[config.mk]
export PLATFORM = sky130hd
export DESIGN_NAME = quantum_preempt_timer
export DESIGN_NICKNAME = d
export VERILOG_FILES = /design/src/rtl/qnt_pkg.sv /design/src/rtl/qnt_prescaler.sv /design/src/rtl/quantum_preempt_timer.sv
export SDC_FILE = /design/constraint.sdc
export NUM_CORES = 1
export LEC_CHECK = 0
export CELL_PAD_IN_SITES_DETAIL_PLACEMENT = 0
export CELL_PAD_IN_SITES_GLOBAL_PLACEMENT = 2
export CORE_UTILIZATION = 35
export DETAILED_ROUTE_END_ITERATION = 12
export PLACE_DENSITY = 0.95
export SETUP_SLACK_MARGIN = 0.5
export SLEW_MARGIN = 10
export SYNTH_ARGS = -nofsm -noshare
export SYNTH_HDL_FRONTEND = slang
export SYNTH_HIERARCHICAL = 1
export SYNTH_SLANG_ARGS = --single-unit
[constraint.sdc]
create_clock -name clock -period 3.8 [get_ports clock]
set_clock_uncertainty 0.2 [all_clocks]
set_input_delay 0.76 -clock clock [delete_from_list [all_inputs] [get_ports clock]]
set_output_delay 0.76 -clock clock [all_outputs]
set_load 0.1 [all_outputs]
[src/rtl/qnt_pkg.sv]
// Shared types and defaults for the quantum preemption timer.
// Optional feature macro used by the timer: QNT_PRESCALE_EN.
package qnt_pkg;

  typedef enum logic [1:0] {
    IDLE  = 2'd0,
    COUNT = 2'd1,
    PEND  = 2'd2
  } qnt_state_t;

  localparam int unsigned QNT_CNT_W           = 32;
  localparam int unsigned QNT_DEFAULT_QUANTUM = 1000;
  localparam int unsigned QNT_PRESCALE        = 16;

endpackage

[src/rtl/qnt_prescaler.sv]
// Divides the processor clock into count ticks for the quantum timer.
// Only instantiated when QNT_PRESCALE_EN is defined.
module qnt_prescaler
  import qnt_pkg::*;
#(
  parameter int unsigned PRESCALE = QNT_PRESCALE
) (
  input  logic clock,
  input  logic reset,
  input  logic clear,
  input  logic enable,
  output logic tick
);

  localparam int unsigned PW = (PRESCALE > 1) ? $clog2(PRESCALE) : 1;
  localparam logic [PW-1:0] LAST = PW'(PRESCALE - 1);

  logic [PW-1:0] r_div;
  logic          w_wrap;

  assign w_wrap = (r_div == LAST);

  always_ff @(posedge clock or negedge reset) begin
    if (!reset) begin
      r_div <= '0;
    end else if (clear) begin
      r_div <= '0;
    end else if (enable) begin
      r_div <= w_wrap ? '0 : r_div + 1'b1;
    end
  end

  // Tick on the last cycle of each period; halted cycles do not advance it.
  assign tick = enable && w_wrap;

endmodule

[src/rtl/quantum_preempt_timer.sv]
// CPU-programmable time-slice timer raising a registered sigint when the quantum expires.
// Define QNT_PRESCALE_EN to count in PRESCALE-cycle ticks instead of raw cycles.
module quantum_preempt_timer
  import qnt_pkg::*;
#(
  parameter int unsigned       CNT_W           = QNT_CNT_W,
  parameter logic [CNT_W-1:0]  DEFAULT_QUANTUM = CNT_W'(QNT_DEFAULT_QUANTUM),
  parameter int unsigned       PRESCALE        = QNT_PRESCALE
) (
  input  logic             clock,
  input  logic             reset,
  input  logic             stop,
  input  logic             halt,
  input  logic             ack,
  input  logic             cfg_we,
  input  logic [CNT_W-1:0] cfg_data,
  output logic             sigint,
  output logic [CNT_W-1:0] count,
  output logic             running
);

  qnt_state_t       r_state;
  qnt_state_t       w_state_next;
  logic [CNT_W-1:0] r_quantum;
  logic [CNT_W-1:0] r_count;
  logic [CNT_W-1:0] w_quantum_eff;
  logic             r_sigint;
  logic             w_tick;
  logic             w_start;
  logic             w_expire;

  // A same-edge quantum write is already visible to the IDLE->COUNT reload.
  assign w_quantum_eff = cfg_we ? cfg_data : r_quantum;
  assign w_start       = (r_state == IDLE) && (w_state_next == COUNT);
  assign w_expire      = !stop && !halt && w_tick && (r_count == CNT_W'(1));

`ifdef QNT_PRESCALE_EN
  logic w_psc_en;

  assign w_psc_en = (r_state == COUNT) && !halt;

  qnt_prescaler #(
    .PRESCALE (PRESCALE)
  ) u_prescaler (
    .clock  (clock),
    .reset  (reset),
    .clear  (w_start),
    .enable (w_psc_en),
    .tick   (w_tick)
  );
`else
  assign w_tick = 1'b1;
`endif

  always_ff @(posedge clock or negedge reset) begin
    if (!reset) begin
      r_state <= IDLE;
    end else begin
      r_state <= w_state_next;
    end
  end

  always_comb begin
    w_state_next = r_state;
    case (r_state)
      IDLE:    if (!stop && (w_quantum_eff != '0)) w_state_next = COUNT;
      COUNT: begin
        if (stop)          w_state_next = IDLE;
        else if (w_expire) w_state_next = PEND;
      end
      PEND:    if (ack || stop) w_state_next = IDLE;
      default: w_state_next = IDLE;
    endcase
  end

  always_comb begin
    running = (r_state == COUNT);
    sigint  = r_sigint;
    count   = r_count;
  end

  // Stop wins over tick and expiry; the counter saturates at zero.
  always_ff @(posedge clock or negedge reset) begin
    if (!reset) begin
      r_quantum <= DEFAULT_QUANTUM;
      r_count   <= '0;
      r_sigint  <= 1'b0;
    end else begin
      if (cfg_we) r_quantum <= cfg_data;
      r_sigint <= (w_state_next == PEND);
      case (r_state)
        IDLE: begin
          if (w_start) r_count <= w_quantum_eff;
        end
        COUNT: begin
          if (stop || w_expire)
            r_count <= '0;
          else if (!halt && w_tick && (r_count != '0))
            r_count <= r_count - 1'b1;
        end
        default: r_count <= '0;
      endcase
    end
  end

endmodule

==> impl_metrics.tcl, run 1 <==
set metrics [dict create \
    placedCellCount 588 \
    finalHoldViolCount 0 \
    ys.flop_type "dfrtp_1" \
    wl_um 12200 \
    r2r_slack_ns 0.72 \
    status "finished clean" \
    r2r-end "count[19]" \
    core-area_sq_mm 0.0105 \
    crit_fanout 12 \
    hold_path_depth 1 \
    area_growth_syn_to_layout_pct 25.7 \
    crit_required_ns 3.89 \
    multiInputGateArea_sq_mm 0.00195 \
    grt_busiest_layer "met2" \
    grtUsageMet1_pct 31.2 \
    drtPass1Iterations 6 \
    cts_buffer_depth 2 \
    worst-path-buf-inv 0 \
    nets 503 \
    cts_buffers 9 \
    syn_area_per_cell_sq_um 9.83 \
    grt_max_degree 68 \
    critPathKind "reg2reg" \
    root_buffer "clkbuf_8" \
    grt_pass1_vias 3553 \
    synthTopCellsByArea "dfrtp_1 (40%), mux2_2 (8.8%), dfstp_2 (4.1%), nand2_1 (3.0%), nor4_1 (2.9%)" \
    critical-path-top-delay-family "simple AND/OR/NAND/NOR gates" \
    wire_per_inst_um 20.2 \
    ir_drop_mv 0.304 \
    tightest_slew_ns 0.973 \
    slowest_stage "nor4_2" \
    antenna_left 0 \
    synth_top_family_by_area "compound AO/OA/AOI/OAI gates" \
    nFillCells 1033 \
    ioPinCount 72 \
    die_x_um 107 \
    max_freq_ghz 0.325 \
    insertion_delay_ns 0.35 \
    antenna_cells 0 \
    num_rows 37 \
    synth_top_cell_area_share_pct 39.8 \
    synthAdderAreaFrac_pct 0.653 \
    path_cells "nor4_2, and3_1, and4_1, nor3_1, nor2_2, a22o_1" \
    slew_violations 0 \
    dp_slack_ns -0.0286 \
    cts_tree "yes" \
    grtUsageMet2_pct 33.1 \
    postCtsResizedCells 3 \
    post-synth-top-area-cell "dfrtp_1" \
    stdcell_count 604 \
    seqCellArea_sq_mm 0.00168 \
    drtIter0Drc 379 \
    r2r-start "count[4]" \
    hp-class "reg2reg" \
    yosys_warnings 6 \
    htreeDepth 3 \
    worstPathArrival_ns 3.17 \
    final_common_cell "dfrtp_1" \
    power_density_mw_per_mm2 612 \
    drive_gt1_share_pct 22.0 \
    grt_use_met3_pct 4.38 \
    dieArea_sq_mm 0.0114 \
    grt_first_pass_wirelength_um 19500 \
    initial_core_util_pct 36.6 \
    synth-simple-area-share_pct 19.5 \
    drc_errors 0 \
    p_leak_uw 0.00189 \
    synth-edff-count 0 \
    overflow 0 \
    dieHeight_um 107 \
    min_from "r_quantum[1]" \
    slowest_delay_ns 0.65 \
    synth.distinct_cells 50 \
    hpwl_um 8890 \
    vias 3616 \
    antenna_found_initial 0 \
    path_clk_slew_ns 0.07 \
    period_share_pct 80.9 \
    synth_area_sq_mm 0.00383 \
    io_buffers 71 \
    fin_crit_ns 3.08 \
    max_slew_margin_pct 35.0 \
    cap_violations 0 \
    synthCells 390 \
    vias_per_cell 5.99 \
    rsz0062_at_grt "false" \
    holdWs_ns 0.330 \
    gp_congestion 0.886 \
    syn_nets 430 \
    setup_violations 0 \
    ys_seq_elements 67 \
    ys_async_sr_fraction_pct 100 \
    synthXorXnorAreaFrac_pct 0 \
    worst_setup_path_end_kind "flop" \
    synth_mux_area_share_pct 9.60 \
    setup_slack_ns 0.725 \
    worst-r2r-cell-count 6 \
    total_power_uw 2950 \
    grt_usage_pct 22.5 \
    cts.hold.buffers_added 0 \
    ys_seq_area_share_pct 43.9 \
    synth-compound-area-share_pct 20.9 \
    mostFrequentLayoutCells "dfrtp_1 (61), clkdlybuf4s50_1 (46), buf_4 (35), nand2_1 (31), mux2_2 (30)" \
    cts_setup_buffers 0 \
    whs_endpoint "r_quantum[1]" \
    cp-start-kind "flop" \
    cts.sinks 67 \
]
## cells by family after synthesis
kind of cell / Yosys count
buffers and inverters: 39
adders and majority gates: 2
DFF: 67
and+or+nand+nor: 136
muxes: 32
AOI/OAI and AO/OA: 114
## cell type report
cell class,instances,area share [%]
clock inverters,5,1.14
flip-flops and latches,67,35.0
multi-input cells,284,40.5
inverters,16,1.25
well taps,136,3.53
repair buffers,85,15.9
clock buffers,11,2.73
## sequential cells by signal (all words and copies together), names as in the netlist
register / count
count: 32
r_quantum: 32
r_state: 2
sigint: 1
## synth_stat cells (4+ instances only)
cell,instances
a211oi_1,11
a21oi_1,15
a22oi_1,9
a2bb2oi_1,9
a311oi_1,7
a32oi_1,7
and3_1,6
buf_2,4
clkbuf_1,13
dfrtp_1,61
dfstp_2,6
inv_1,16
mux2_2,30
nand2_1,31
nand3_1,14
nand4_1,7
nor2_1,19
nor2b_1,4
nor3_1,18
nor4_1,18
o21ai_0,19
o22ai_1,17
## power breakdown
group	switching [uW]	internal (uW)	leakage, uW	total (uW)
clock	281	301	0.0000893	582
sequential	156	833	0.000814	989
combinational	1000	376	0.000986	1380
## how the worst max path moves through the flow
stage / from / to / slack [ns] / depth (start not counted)
floorplan: count[0] / count[3] / 0.80 / 9
global placement: cfg_we / count[14] / 0.13 / 8
detailed placement: cfg_we / count[0] / -0.03 / 8
CTS: cfg_we / count[26] / 0.74 / 9
global route: count[4] / count[1] / 0.54 / 6
finish: count[4] / count[19] / 0.72 / 6
## metal layers
| metal | share of wire, % | wire length [um] | vias up |
|---|---|---|---|
| met5 | 0 | 0 | - |
| met4 | 3.7 | 455 | 0 |
| met3 | 6.8 | 834 | 33 |
| met2 | 43 | 5260 | 168 |
| met1 | 46 | 5660 | 1755 |
| li1 | - | - | 1660 |
## stage by stage
| stage | TNS [ns] | utilization, % | instance area, sq um |
|---|---|---|---|
| 3_5_place_dp | -0.0286 | 44.2 | 4620 |
| 3_3_place_gp | 0 | 44.2 | 4620 |
| 6_report | 0 | 46.1 | 4820 |
| 2_1_floorplan | 0 | - | 3830 |
| 5_1_grt | 0 | 46.1 | 4820 |
| 4_1_cts | 0 | 46.1 | 4820 |
Note: power is estimated with default switching activity, not from simulation.
==> inputs of run 2 (changes only) <==
Settings changed: CORE_UTILIZATION 35 to 29, PLACE_DENSITY 0.95 to 0.85.
Clock period 3.8 ns to 2.6 ns, I/O delays scaled along.
==> impl_metrics.tcl, run 2 (synthesis results as in run 1) <==
set metrics [dict create \
    p_leak_uw 0.00250 \
    initial_core_util_pct 30.0 \
    post-route-util_pct 49.0 \
    cts_buffer_depth 2 \
    dieArea_sq_mm 0.0137 \
    slowest_delay_ns 0.56 \
    crit_fanout 5 \
    grt_first_pass_wirelength_um 22000 \
    vias 4114 \
    nets 600 \
    slowest_stage "or4_4" \
    tightest_slew_ns 0.557 \
    period_share_pct 95.6 \
    dieHeight_um 117 \
    insertion_delay_ns 0.34 \
    cts.sinks 67 \
    status "finished clean" \
    area_growth_syn_to_layout_pct 63.3 \
    max_freq_ghz 0.402 \
    grt_usage_pct 21.8 \
    cts_tree "yes" \
    worst_setup_path_end_kind "flop" \
    dp_slack_ns -0.731 \
    htreeDepth 3 \
    crit_required_ns 2.63 \
    path_clk_slew_ns 0.07 \
    worstPathArrival_ns 2.51 \
    holdWs_ns 0.00200 \
    antenna_found_initial 0 \
    fin_crit_ns 2.48 \
    cp-start-kind "flop" \
    hp-class "in2async" \
    worst-path-buf-inv 1 \
    io_buffers 71 \
    grt_pass1_vias 3966 \
    finalHoldViolCount 0 \
    slew_violations 0 \
    num_rows 41 \
    overflow 0 \
    critical-path-top-delay-family "simple AND/OR/NAND/NOR gates" \
    drtPass1Iterations 5 \
    placedCellCount 689 \
    power_density_mw_per_mm2 850 \
    hpwl_um 10200 \
    final_common_cell "buf_4" \
    antenna_left 0 \
    die_x_um 117 \
    critPathKind "reg2reg" \
    ir_drop_mv 0.387 \
    root_buffer "clkbuf_16" \
    stdcell_count 737 \
    max_slew_margin_pct 62.8 \
    drtIter0Drc 338 \
    ioPinCount 72 \
    drc_errors 0 \
    vias_per_cell 5.58 \
    wire_per_inst_um 19.7 \
    gp_congestion 0.939 \
    setup_violations 0 \
    rsz0062_at_grt "true" \
    path_cells "mux2_4, or4_4, nor4b_4, a22o_4, nor2_4, buf_4, a22o_1" \
    cap_violations 0 \
    antenna_cells 0 \
    wl_um 14500 \
    grt_max_degree 68 \
    core-area_sq_mm 0.0128 \
    mostFrequentLayoutCells "buf_4 (126), nand2_1 (29), mux2_2 (28), clkdlybuf4s50_1 (28), dfrtp_1 (28)" \
    cts_buffers 9 \
    setup_slack_ns 0.115 \
    drive_gt1_share_pct 52.7 \
]
-- run 2: cell types whose count changed in the layout (fill, tap and decap cells not counted), sizes merged --
cell,delta
buf,+106
clkdlybuf4s50,-18
dlygate4sd2,+4
clkdlybuf4s15,+2
clkinv,+2
nand2,+2
clkinvlp,-1
-- run 2: cell type report --
| cell class | count | area (sq um) |
|---|---|---|
| flip-flops and latches | 67 | 1750 |
| repair buffers | 180 | 1550 |
| fillers | 1157 | 6510 |
| inverters | 16 | 60.1 |
| well taps | 172 | 215 |
| clock inverters | 6 | 65.1 |
| multi-input cells | 286 | 2380 |
| clock buffers | 10 | 239 |
-- run 2: per-layer routing --
metal  global-route usage (%)  vias up  share of wire [%]
met5                        0        -                  0
met4                     7.34        0                2.9
met3                     4.38       38                8.3
met2                     34.8      210                 46
met1                     29.5     1996                 43
li1                         -     1870                  -
-- run 2: worst paths after layout --
path / start / to / slack (ns) / depth (start not counted)
hold / removal: reset / count[20] / 0.002 / 2
min in group clock: r_quantum[26] / r_quantum[26] / 0.33 / 1
hold reg to reg: r_quantum[26] / r_quantum[26] / 0.33 / 1
setup reg to reg: r_quantum[27] / count[22] / 0.12 / 7
setup / recovery: r_quantum[27] / count[22] / 0.12 / 7
max in group asynchronous: reset / r_quantum[9] / 1.86 / 2
-- run 2: timing repair --
action | in CTS | in global routing
pin swaps | 23 | 26
resized for setup | 65 | 38
setup endpoints to repair | 38 | 35
hold buffers | 0 | 0
cloned | 2 | 1
hold endpoints to repair | 0 | 0
setup buffers | 16 | 13
-- run 2: metrics by stage --
stage | power, uW | setup TNS, ns | instance area, sq um
after floorplan | 2990 | -0.528 | 3990
after global placement | 3760 | -20.87 | 5290
after detailed placement | 3770 | -22.45 | 5290
after CTS | 5170 | 0 | 5920
after global routing | 5530 | 0 | 6260
final | 5320 | 0 | 6260
-- run 2: power breakdown --
| group | internal, uW | switching (uW) | total (uW) | leakage [uW] |
|---|---|---|---|---|
| clock network | 768 | 483 | 1250 | 0.000148 |
| logic | 891 | 1720 | 2620 | 0.00158 |
| registers | 1260 | 197 | 1450 | 0.000771 |
| total | 2920 | 2400 | 5320 | 0.00250 |
==> inputs of run 3 (changes only) <==
Settings changed: CORE_UTILIZATION 29 to 35, CTS_CLUSTER_SIZE from default to 14, PLACE_DENSITY 0.85 to 0.95.
Clock period 2.6 ns to 3.1 ns, I/O delays scaled along.
==> impl_metrics.tcl, run 3 (synthesis results as in run 1) <==
set metrics [dict create \
    status "finished clean" \
    multiInputGateArea_sq_mm 0.00217 \
    max_slew_margin_pct 41.9 \
    htreeDepth 3 \
    placedCellCount 605 \
    p_leak_uw 0.00214 \
    seqPwrFrac_pct 32.4 \
    ioPinCount 72 \
    rsz0062_at_grt "false" \
    cp-start-kind "input port" \
    drtPass1Iterations 5 \
    clock_power_share_pct 20.1 \
    max_freq_ghz 0.394 \
    intPower_uw 2020 \
    die_x_um 107 \
    path_clk_slew_ns 0.09 \
    hpwl_um 9250 \
    hp-class "in2async" \
    setup_violations 0 \
    grt_pass1_vias 3604 \
    fin_setup_tns_ns 0 \
    gp_congestion 0.907 \
    stdcell_count 639 \
    wire_per_inst_um 20.6 \
    seqCellArea_sq_mm 0.00172 \
    num_rows 37 \
    ir_drop_mv 0.359 \
    initial_core_util_pct 36.6 \
    switching_share_pct 48.1 \
    drive_gt1_share_pct 40.4 \
    cap_violations 0 \
    dieHeight_um 107 \
    cts.sinks 67 \
    grt_first_pass_wirelength_um 20200 \
    mostFrequentLayoutCells "buf_4 (75), dfrtp_1 (34), nand2_1 (31), mux2_2 (28)" \
    cts_tree "yes" \
    grt_usage_pct 23.6 \
    insertion_delay_ns 0.35 \
    vias_per_cell 5.94 \
    cts_buffer_depth 2 \
    antenna_left 0 \
    crit_fanout 6 \
    grt_max_degree 68 \
    drtIter0Drc 313 \
    root_buffer "clkbuf_8" \
    nFillCells 959 \
    wl_um 13200 \
    endpoint "count[2]" \
    io_buffers 71 \
    total_power_uw 3900 \
    cts_buffers 9 \
    final_common_cell "buf_4" \
    power_density_mw_per_mm2 727 \
    worst-r2r-cell-count 8 \
    tightest_slew_ns 0.871 \
    finalHoldViolCount 0 \
    critPathKind "in2reg" \
    fin_crit_ns 2.54 \
    nets 538 \
    r2r-end "count[15]" \
    period_share_pct 81.9 \
    combPwrFrac_pct 47.5 \
    crit_required_ns 3.17 \
    r2r-start "count[4]" \
    vias 3795 \
    slew_violations 0 \
    overflow 0 \
    p_switching_uw 1880 \
    worstPathArrival_ns 2.61 \
    worst_setup_path_end_kind "flop" \
    r2r_slack_ns 0.56 \
    area_growth_syn_to_layout_pct 39.9 \
    dieArea_sq_mm 0.0114 \
    core-area_sq_mm 0.0105 \
    antenna_cells 0 \
    drc_errors 0 \
    antenna_found_initial 0 \
    crit_start "cfg_we" \
    cts.hold.buffers_added 0 \
]
==> run 3: cell types whose count changed in the layout (fill, tap and decap cells not counted), sizes merged <==
cell and change:
buf -61, clkdlybuf4s50 -1, inv +1, clkdlybuf4s15 +1, dlygate4sd2 -1, clkinv -2, dlymetal6s2s +1
==> run 3: worst min path at each step <==
stage                    endpoint  slack (ns)     startpoint
floorplan                count[0]        0.12          reset
global placement    r_quantum[12]        0.31  r_quantum[12]
detailed placement  r_quantum[12]        0.32  r_quantum[12]
CTS                  r_quantum[0]        0.30          reset
global route        r_quantum[23]        0.35  r_quantum[23]
finish               r_quantum[0]        0.27          reset
==> run 3: worst max-delay path, cell delays in order <==
cell       delay, ns
buf_6           0.11
mux2_4          0.32
or4_4           0.57
nor4b_4         0.30
a22o_4          0.22
buf_12          0.11
buf_16          0.10
o22ai_1         0.07
a2bb2oi_1       0.18
==> run 3: power groups by stage <==
stage,clock network (uW),registers (uW),logic [uW]
6_report,784,1260,1850
5_1_grt,830,1280,1930
4_1_cts,790,1240,1750
3_5_place_dp,0,1250,1710
3_3_place_gp,0,1240,1700
2_1_floorplan,0,1920,531
==> run 3: final cells by class <==
cell class | count | share of cell area, %
repair buffers | 118 | 19.2
clock buffers | 11 | 2.82
well taps | 136 | 3.17
flip-flops and latches | 67 | 32.0
inverters | 16 | 1.12
clock inverters | 5 | 1.12
multi-input cells | 286 | 40.5
==> run 3: repair_timing <==
| action | in CTS | in global routing |
|---|---|---|
| gates cloned | 3 | 0 |
| gates resized for setup | 33 | 24 |
| setup endpoints to repair | 32 | 31 |
| buffers inserted | 6 | 9 |
| pin swaps | 14 | 8 |
==> run 3: per-stage QoR <==
| stage | hold slack, ns | worst slack [ns] | instance area (sq um) | utilization (%) |
|---|---|---|---|---|
| floorplan | 0.124 | 0.369 | 3900 | - |
| global placement | 0.308 | -0.223 | 4790 | 45.7 |
| detailed placement | 0.320 | -0.324 | 4790 | 45.7 |
| CTS | 0.299 | 0.502 | 5150 | 49.2 |
| global route | 0.345 | 0.492 | 5360 | 51.3 |
| finish | 0.268 | 0.561 | 5360 | 51.3 |
==> run 3: layer usage <==
| metal | vias to the layer above | wire length (um) | global-route usage [%] | share of wire [%] |
|---|---|---|---|---|
| met5 | - | 0 | 0 | 0 |
| met4 | 0 | 376 | 10.1 | 2.9 |
| met3 | 31 | 1230 | 6.75 | 9.4 |
| met2 | 191 | 5840 | 35.5 | 44 |
| met1 | 1854 | 5730 | 31.6 | 43 |
| li1 | 1719 | - | - | - |
==> RTL edit: new RTL, flow settings as in run 3 <==
Reset style: synchronous (`reset`), changed in 2 clocked blocks.
--- a/src/rtl/quantum_preempt_timer.sv
+++ b/src/rtl/quantum_preempt_timer.sv
@@ -53,5 +53,5 @@
 `endif
 
-  always_ff @(posedge clock or negedge reset) begin
+  always_ff @(posedge clock) begin
     if (!reset) begin
       r_state <= IDLE;
@@ -81,5 +81,5 @@
 
   // Stop wins over tick and expiry; the counter saturates at zero.
-  always_ff @(posedge clock or negedge reset) begin
+  always_ff @(posedge clock) begin
     if (!reset) begin
       r_quantum <= DEFAULT_QUANTUM;
Formal check against the unedited RTL: differs if reset is asserted again (counterexample within 4 cycles, from zero or initial values and one cycle with reset low); with reset held inactive, the same outputs for 10 cycles.
==> RTL edit against run 3 <==
- clock power down 15%
- worst hold slack better by 0.026 ns
- worst setup slack worse by 0.022 ns
- final area down 6.3%
- synthesized cell count up 6.9%
- sequential cell count unchanged
- area after synthesis down 6.1%
- via count down 5.1%
- wire length down 10%
- largest cell class unchanged
- critical path type unchanged
- total power down 32%
==> RTL edit: results (changes against run 3) <==
[power_and_ir_drop]
power.leakage_uw=0.002015  ; -6.0%
power_uw=2644  ; -32%
netSwitchingFraction_pct=39.25  ; -8.9 points
vdd_drop_max_mv=0.1775  ; -51%
power_frac_seq_pct=38.0  ; +5.6 points

[logic_synthesis]
synth_compound_area_share_pct=17.07  ; -3.8 points
synth_xor_area_share_pct=5.596  ; +5.6 points
syn_nets=457  ; +6.3%
synth_mux_area_share_pct=8.898  ; -0.70 points

[global_routing]
grt_pass1_vias=3281  ; -9.0%
grt_use_total_pct=22.31  ; -1.3 points

[worst_setup_path]
r2r_cells=9  ; +1
rrSetupSlack_ns=0.59  ; +0.03 ns
worstPathArrival_ns=2.59  ; -0.02 ns
slowest_delay_ns=0.54  ; -0.03 ns

[place]
place.gp.congestion=0.8305  ; -8.4%
dp_slack_ns=-0.07680  ; +0.2468 ns

[cells_and_area]
final-clk-cell-share_pct=3.561  ; -0.38 points
multi_input_cells=317  ; +11%
area_share_nonclk_buffers_pct=20.72  ; +1.5 points
buffers_excl_clock=111  ; -5.9%
drive_gt1_share_pct=28.93  ; -11 points
nFillCells=918  ; -4.3%

[run_status]
outcome=complete, no violations

[timing]
post-route-min-period_ns=2.561  ; +0.02205 ns

[drt]
wire_per_inst_um=18.29  ; -11%

==> RTL edit: what timing repair did <==
action | in CTS | in global routing
buffers inserted | 6 | 4
pin swaps | 6 | 12
resized for setup | 22 | 18
setup endpoints to repair | 32 | 32
endpoints found under the hold margin | 0 | 0
hold buffers | 0 | 0
cloned | 3 | 0
==> RTL edit: how the worst max path moves through the flow <==
stage                                 startpoint                     end
after detailed placement             cfg_data[7]  count[17]$_SDFFE_PN0P_
after global routing       count[4]$_SDFFE_PN0P_  count[21]$_SDFFE_PN0P_
after global placement               cfg_data[7]  count[29]$_SDFFE_PN0P_
after CTS                           cfg_data[19]  count[27]$_SDFFE_PN0P_
after floorplan           count[15]$_SDFFE_PN0P_  count[30]$_SDFFE_PN0P_
final                                cfg_data[7]   count[1]$_SDFFE_PN0P_
==> RTL edit: layer usage <==
layer,track usage [%],up-vias,part of all wire (%)
met5,0,-,0
met4,6.717,0,1.2
met3,3.427,12,5.7
met2,34.84,126,46
met1,31.64,1710,47
li1,-,1754,-
